[src/rtl/fifo_vc_pkg.sv]
// Shared sizing, default thresholds and umbral_VCFC field positions for the
// virtual-channel FIFO.
package fifo_vc_pkg;

   localparam int DATA_W = 10;
   localparam int ADDR_W = 3;
   localparam int DEPTH  = 2 ** ADDR_W;
   localparam int CNT_W  = ADDR_W + 1;
   localparam int THR_W  = 4;

   localparam logic [THR_W-1:0] AF_DEFAULT = 4'd6;
   localparam logic [THR_W-1:0] AE_DEFAULT = 4'd1;

   localparam int AF_MSB = 7;
   localparam int AF_LSB = 4;
   localparam int AE_MSB = 3;
   localparam int AE_LSB = 0;

   localparam logic [THR_W-1:0] DEPTH_THR = THR_W'(DEPTH);

   // An almost-full threshold above DEPTH could never trigger, so it saturates.
   function automatic logic [THR_W-1:0] clamp_af(input logic [THR_W-1:0] thr);
      return (thr > DEPTH_THR) ? DEPTH_THR : thr;
   endfunction

endpackage

[src/rtl/fifo_mem.sv]
// DEPTH x DATA_W register file: one synchronous write port, one registered
// read port, no reset on either the array or the read register.
module fifo_mem
   import fifo_vc_pkg::*;
(
   input  logic              clk,
   input  logic              wr_en,
   input  logic [ADDR_W-1:0] wr_addr,
   input  logic [DATA_W-1:0] wr_data,
   input  logic              rd_en,
   input  logic [ADDR_W-1:0] rd_addr,
   output logic [DATA_W-1:0] rd_data
);

   logic [DATA_W-1:0] mem [DEPTH];
   logic [DATA_W-1:0] rd_data_d;
   logic [DATA_W-1:0] rd_data_q;

   // A simultaneous write to the read address returns the old word.
   always_comb begin
      rd_data_d = rd_data_q;
      if (rd_en) rd_data_d = mem[rd_addr];
   end

   always_ff @(posedge clk) begin
      if (wr_en) mem[wr_addr] <= wr_data;
      rd_data_q <= rd_data_d;
   end

   assign rd_data = rd_data_q;

endmodule

[src/rtl/fifo_vc.sv]
// Virtual-channel FIFO: pointers, occupancy, programmable flow-control
// thresholds, status flags and the sticky error flag feeding the control FSM.
module fifo_vc
   import fifo_vc_pkg::*;
(
   input  logic              clk,
   input  logic              reset_L,
   input  logic              init,
   input  logic [7:0]        umbral_VCFC,
   input  logic              push,
   input  logic [DATA_W-1:0] data_in,
   input  logic              pop,
   output logic [DATA_W-1:0] data_out,
   output logic              data_valid,
   output logic              FIFO_empty,
   output logic              FIFO_full,
   output logic              almost_full,
   output logic              almost_empty,
   output logic              FIFO_error
);

   logic [ADDR_W-1:0] wr_ptr_d, wr_ptr_q;
   logic [ADDR_W-1:0] rd_ptr_d, rd_ptr_q;
   logic [CNT_W-1:0]  count_d, count_q;
   logic [THR_W-1:0]  af_thr_d, af_thr_q;
   logic [THR_W-1:0]  ae_thr_d, ae_thr_q;
   logic              valid_d, valid_q;
   logic              error_d, error_q;
   logic              rd_seen_d, rd_seen_q;
   logic              push_ok, pop_ok;
   logic [DATA_W-1:0] mem_rd_data;

   always_comb begin
      push_ok   = push & (~FIFO_full | pop);
      pop_ok    = pop & ~FIFO_empty;
      wr_ptr_d  = push_ok ? wr_ptr_q + ADDR_W'(1) : wr_ptr_q;
      rd_ptr_d  = pop_ok ? rd_ptr_q + ADDR_W'(1) : rd_ptr_q;
      count_d   = count_q + CNT_W'(push_ok) - CNT_W'(pop_ok);
      valid_d   = pop_ok;
      rd_seen_d = rd_seen_q | pop_ok;
      error_d   = error_q | (push & FIFO_full & ~pop) | (pop & FIFO_empty);
      af_thr_d  = af_thr_q;
      ae_thr_d  = ae_thr_q;
      if (init) begin
         af_thr_d = clamp_af(umbral_VCFC[AF_MSB:AF_LSB]);
         ae_thr_d = umbral_VCFC[AE_MSB:AE_LSB];
      end
   end

   always_ff @(posedge clk) begin
      if (!reset_L) begin
         wr_ptr_q  <= '0;
         rd_ptr_q  <= '0;
         count_q   <= '0;
         af_thr_q  <= AF_DEFAULT;
         ae_thr_q  <= AE_DEFAULT;
         valid_q   <= 1'b0;
         error_q   <= 1'b0;
         rd_seen_q <= 1'b0;
      end else begin
         wr_ptr_q  <= wr_ptr_d;
         rd_ptr_q  <= rd_ptr_d;
         count_q   <= count_d;
         af_thr_q  <= af_thr_d;
         ae_thr_q  <= ae_thr_d;
         valid_q   <= valid_d;
         error_q   <= error_d;
         rd_seen_q <= rd_seen_d;
      end
   end

   fifo_mem u_mem (
      .clk     (clk),
      .wr_en   (push_ok),
      .wr_addr (wr_ptr_q),
      .wr_data (data_in),
      .rd_en   (pop_ok),
      .rd_addr (rd_ptr_q),
      .rd_data (mem_rd_data)
   );

   // The read register has no reset, so data_out reads zero until the first pop.
   assign data_out     = rd_seen_q ? mem_rd_data : '0;
   assign data_valid   = valid_q;
   assign FIFO_error   = error_q;
   assign FIFO_empty   = (count_q == '0);
   assign FIFO_full    = (count_q == CNT_W'(DEPTH));
   assign almost_full  = (32'(count_q) >= 32'(af_thr_q));
   assign almost_empty = (32'(count_q) <= 32'(ae_thr_q));

endmodule

[config.mk]
export PLATFORM = sky130hd
export DESIGN_NAME = fifo_vc
export DESIGN_NICKNAME = d
export VERILOG_FILES = /design/src/rtl/fifo_vc_pkg.sv /design/src/rtl/fifo_mem.sv /design/src/rtl/fifo_vc.sv
export SDC_FILE = /design/constraint.sdc
export NUM_CORES = 1
export LEC_CHECK = 0
export CORE_UTILIZATION = 45
export DETAILED_ROUTE_END_ITERATION = 12
export PLACE_DENSITY = 0.63
export SYNTH_ARGS = -nofsm -noshare
export SYNTH_HDL_FRONTEND = slang
export SYNTH_SLANG_ARGS = --single-unit
[constraint.sdc]
create_clock -name clk -period 3.1 [get_ports clk]
set_input_delay 0.775 -clock clk [delete_from_list [all_inputs] [get_ports clk]]
set_output_delay 0.775 -clock clk [all_outputs]
set_load 0.05 [all_outputs]
# After elaboration in Yosys (flattened, before gate mapping)
# Memories as Yosys holds them, arrays and structs flattened. A register that Yosys moved wholly into a read port is not among the register bits.
# Cells that the tools add are included.
dict set report word_totals {
  latchBits 0
  n_memories 1
  ff_bits 21
  wordCells 34
  ramBits 80
  inputBits 23
  romBits 0
}
dict set report classes {
  reduce_logical 1
  n_bitwise 12
  mux 4
  eq_ne 1
  shifts 0
  n_mul 0
  div_mod_pow 0
  order_cmp 3
  add_sub_neg 4
}
# name depth word_bits read_ports rd_ports_with_merged_regs wr line
set mem_list {}
lappend mem_list {u_mem.mem 8 10 1 1 1 fifo_mem.sv:15} ;# logic [DATA_W-1:0] mem [DEPTH];
# operator n
set op_table {}
lappend op_table {{10-bit two-way mux} 1}
lappend op_table {{3-bit by 1-bit adder with 3-bit output, second input constant} 2}
lappend op_table {{1-bit bitwise AND} 5}
lappend op_table {{4-bit by 1-bit adder with 4-bit output} 1}
lappend op_table {{4-bit == test, second input constant} 1}
lappend op_table {{4-bit greater-or-equal comparator} 1}
lappend op_table {{4-bit > comparator, second input constant} 1}
lappend op_table {{4-bit <= comparator} 1}
lappend op_table {{4-bit logical NOT} 1}
lappend op_table {{4-bit two-way mux} 1}
lappend op_table {{1-bit bitwise OR} 4}
lappend op_table {{4-bit by 1-bit subtractor with 4-bit output} 1}
lappend op_table {{1-bit NOT} 3}
lappend op_table {{1-bit two-way mux} 2}

# Depth between registers and ports, before layout
dict set report logic_depth {
  depth_word 6
  depth_mapped 12
  ltp_nobuf 12
}

# By module
# From an unflattened synthesis, not the netlist that was laid out.
dict set report hier_totals {
  hier_cells 274
  area_unflattened_um2 4654.5
}
# module cells_per_inst seq_area_each_um2 instances area_per_inst_um2
set by_module_without_submodules {}
lappend by_module_without_submodules {fifo_mem 138 2702.6 1 3433.3}
lappend by_module_without_submodules {fifo_vc 136 420.4 1 1221.2}

# Worst setup path before layout
# Ideal clock, no wire load.
dict set report synth_timing {
  path_type {reg-to-reg}
  startpoint {reg count_q[2]}
  endpoint {reg count_q[2]}
  setup_time_ns 0.115
  period_less_slack_ns 3.565
  required_time_ns 2.985
  arrival_time_ns 3.450
  slack_ns -0.465
  path_stages_with_launch 13
  cell_sequence {dfxtp_1 inv_1 ha_1 nor3b_1 nand2b_1 inv_1 ha_1 inv_1 ha_1 inv_1 fa_1 xnor2_1 and2_1}
}
dict set report synth_via {
  elab_cells_between_ends 9
  classes_between {add/sub (2); eq/ne (1); bitwise (5); reduce/logical (1)}
}
# element line
set synth_rtl {}
lappend synth_rtl {{start: declaration} fifo_vc.sv:24} ;# logic [CNT_W-1:0] count_d, count_q;
lappend synth_rtl {{start signal: assignment} fifo_vc.sv:63} ;# count_q <= count_d;
lappend synth_rtl {{4-bit logical NOT} fifo_vc.sv:86} ;# assign FIFO_empty = (count_q == '0);
lappend synth_rtl {{named net FIFO_empty} fifo_vc.sv:15} ;# output logic FIFO_empty,
lappend synth_rtl {{1-bit NOT} fifo_vc.sv:35} ;# pop_ok = pop & ~FIFO_empty;
lappend synth_rtl {{1-bit bitwise AND} fifo_vc.sv:35}
lappend synth_rtl {{named net pop_ok} fifo_vc.sv:30} ;# logic push_ok, pop_ok;
lappend synth_rtl {{4-bit by 1-bit subtractor with 4-bit output} fifo_vc.sv:38} ;# count_d = count_q + CNT_W'(push_ok) - CNT_W'(pop_ok);
# The timed path passes the listed nets, and every way through them passes these cells.
# A chain may end at the register's enable or synchronous reset.

# Final worst setup path
dict set report layout_timing {
  startpoint {reg count_q[2]}
  endpoint {out FIFO_empty}
}
dict set report layout_via {
  elab_chain_cells 1
}
# element line
set layout_lines {}
lappend layout_lines {{4-bit logical NOT} fifo_vc.sv:86}
lappend layout_lines {{end: declaration} fifo_vc.sv:15}
# Every way passes these cells.

==> flow_metrics.tcl <==
set metrics [dict create \
    status "finished, final reports clean" \
    synth.largest_area_cell "edfxtp_1" \
    antenna_left 0 \
    numCtsBuffers 9 \
    critical_path.max_fanout 4 \
    total_power_mw 3.845 \
    synth_edf_count 90 \
    maxCapViolations 0 \
    synth_top_family_by_area "multiplexers" \
    syn_to_final_growth_pct 17.00 \
    ctsHoldBuffers 0 \
    maxSlewHeadroom_pct 36.97 \
    synth-compound-area-share_pct 2.378 \
    drv_slew 0 \
    regArea_mm2 0.003123 \
    cts.sink_count 111 \
    initial_core_util_pct 46.93 \
    routed-via-count 2363 \
    die_h_um 103.4 \
    synth-adder-area-share_pct 4.757 \
    synth_mux_area_share_pct 14.78 \
    synthCells 271 \
    drc 0 \
    portBuffers 38 \
    htree_levels 3 \
    grt_max_degree 24 \
    synth.area.top_cells "edfxtp_1, mux4_1, dfxtp_1, ha_1, and2_1" \
    cp-end-kind "output pin" \
    fin_crit_ns 2.901 \
    hold_path_class "reg -> reg" \
    dp_hpwl_um 5117 \
    grt_pass1_wl_um 12700 \
    die-area_mm2 0.01070 \
    syn_nets 311 \
    vdd_drop_max_v 0.0003485 \
    drt-vias-per-instance 5.115 \
    hold_ws_ns 0.4861 \
    drt_wl_total_um 8188 \
    async_flop_share_pct 0 \
    coreArea_mm2 0.009864 \
    grt_usage_pct 17.12 \
    synth_cell_types 34 \
    final_util_pct 54.91 \
    synth_seq_cells 111 \
    synth-warning-count 0 \
    dp.cells 447 \
    tightest_slew_ns 0.9420 \
    synth_xor_area_share_pct 0.9459 \
    power.leakage_nw 1.910 \
    arrival_ns 2.13 \
    path_clk_slew_ns 0.10 \
    fp-row-count 36 \
    grt_overflow 0 \
    critPathLaunchType "flip-flop" \
    yosysMostFrequentCell "edfxtp_1" \
    worstSetupPathType "reg -> out" \
    setup_violations 0 \
    clockBufferDepth 2 \
    nFillCells 774 \
    fin_cells 462 \
    antennaDiodeCount 0 \
    synth_area_mm2 0.004629 \
    drt_iter0_drc 50 \
    gp_congestion 0.6849 \
    clockRootBuffer "clkbuf_8" \
    syn_avg_cell_area_um2 17.08 \
    grt_pass1_vias 2357 \
    yosysSeqAreaShare_pct 67.46 \
    synthSimpleGateAreaFrac_pct 7.324 \
    die_w_um 103.4 \
    finalNetCount 365 \
    cts_tree "yes" \
    rsz0062_at_grt "no" \
    synth_top_area_share_pct 58.38 \
    antenna_found_initial 0 \
    setup_tns_ns 0 \
    clk_latency_ns 0.37 \
    drive_above_1_share_pct 13.37 \
    synthTopCellsByCount "edfxtp_1, dfxtp_1, and2_1, mux4_1" \
    period_share_pct 93.57 \
    first_pass_iters 4 \
    required_ns 2.32 \
    synthFlopType "edfxtp_1" \
    hold_viol 0 \
    drt-wirelength-per-cell_um 17.72 \
    max_freq_mhz 344.7 \
    finClkSkew_ns 0.01022 \
    io-pin-count 39 \
    p_per_area_mw_per_mm2 709.9 \
    multi_input_area_mm2 0.001403 \
]
==> state kept, by name (all words and copies together) (netlist names) <==
register and count:
af_thr_q 4, rd_seen_q 1, u_mem.mem 80, wr_ptr_q 3, count_q 4, data_valid 1, u_mem.rd_data 10, ae_thr_q 4
FIFO_error 1, rd_ptr_q 3
==> cells in the final DEF, fill, tap and decap left out, types with 9 or more instances in the layout <==
| cell | n |
|---|---|
| mux2_2 | 10 |
| nand2_1 | 13 |
| inv_1 | 16 |
| buf_4 | 14 |
| and2_1 | 19 |
| clkbuf_8 | 9 |
| ha_1 | 16 |
| clkdlybuf4s50_1 | 36 |
| edfxtp_1 | 90 |
| mux4_1 | 19 |
| dfxtp_1 | 21 |
==> per-layer routing <==
layer | up-vias | global-route usage (%) | share of wire [%]
met5 | - | 0 | 0
met4 | 0 | 7.692 | 2.1
met3 | 14 | 2.688 | 2.8
met2 | 38 | 29.39 | 49
met1 | 1166 | 21.50 | 46
li1 | 1145 | - | -
==> final timing paths <==
check,startpoint,end,slack (ns),cells after the start
setup / recovery,count_q[2]$_SDFF_PN0_,FIFO_empty,0.20,4
hold / removal,FIFO_error$_SDFF_PN0_,FIFO_error$_SDFF_PN0_,0.49,1
setup reg to reg,count_q[2]$_SDFF_PN0_,count_q[2]$_SDFF_PN0_,0.60,11
hold reg to reg,FIFO_error$_SDFF_PN0_,FIFO_error$_SDFF_PN0_,0.49,1
==> critical path, stage by stage, from the launching register on <==
cell and delay, ns:
dfxtp_1 0.36, inv_1 0.11, ha_1 0.15, nor3b_2 0.27
clkdlybuf4s50_1 0.86
==> cell type report <==
cell class	count	area share, %
flip-flops and latches	111	57.66
inverters	16	1.109
multi-input cells	135	25.90
well taps	133	3.072
clock buffers	9	2.287
clock inverters	6	0.9933
repair buffers	52	8.986
==> per-stage QoR <==
step | worst slack, ns | area [um2]
after detailed placement | 0.03014 | 5238
final | 0.1992 | 5416
after floorplan | 0.1178 | 4634
after global placement | 0.03146 | 5238
after CTS | 0.05995 | 5414
after global routing | 0.08374 | 5416
==> repair_timing <==
action | in CTS | in global routing
resized for setup | 1 | 1
endpoints found under the setup margin | 1 | 1
buffers inserted | 0 | 0
==> cell families (layout without fill, tap and decap cells) <==
group,count (synthesis),after routing
AO/OA/AOI/OAI,18,18
buffers and inverters,25,83
adder cells (fa/ha/maj),17,17
multiplexers,35,35
XOR/XNOR,5,5
AND/OR/NAND/NOR,60,60
flip-flops,111,111
==> power breakdown <==
part	internal [mW]	switching, mW	total [mW]
clock	0.302	0.487	0.789
combinational	0.539	0.659	1.20
sequential	1.79	0.0729	1.86
total	2.63	1.22	3.85
(Power assumes the default switching activity.)
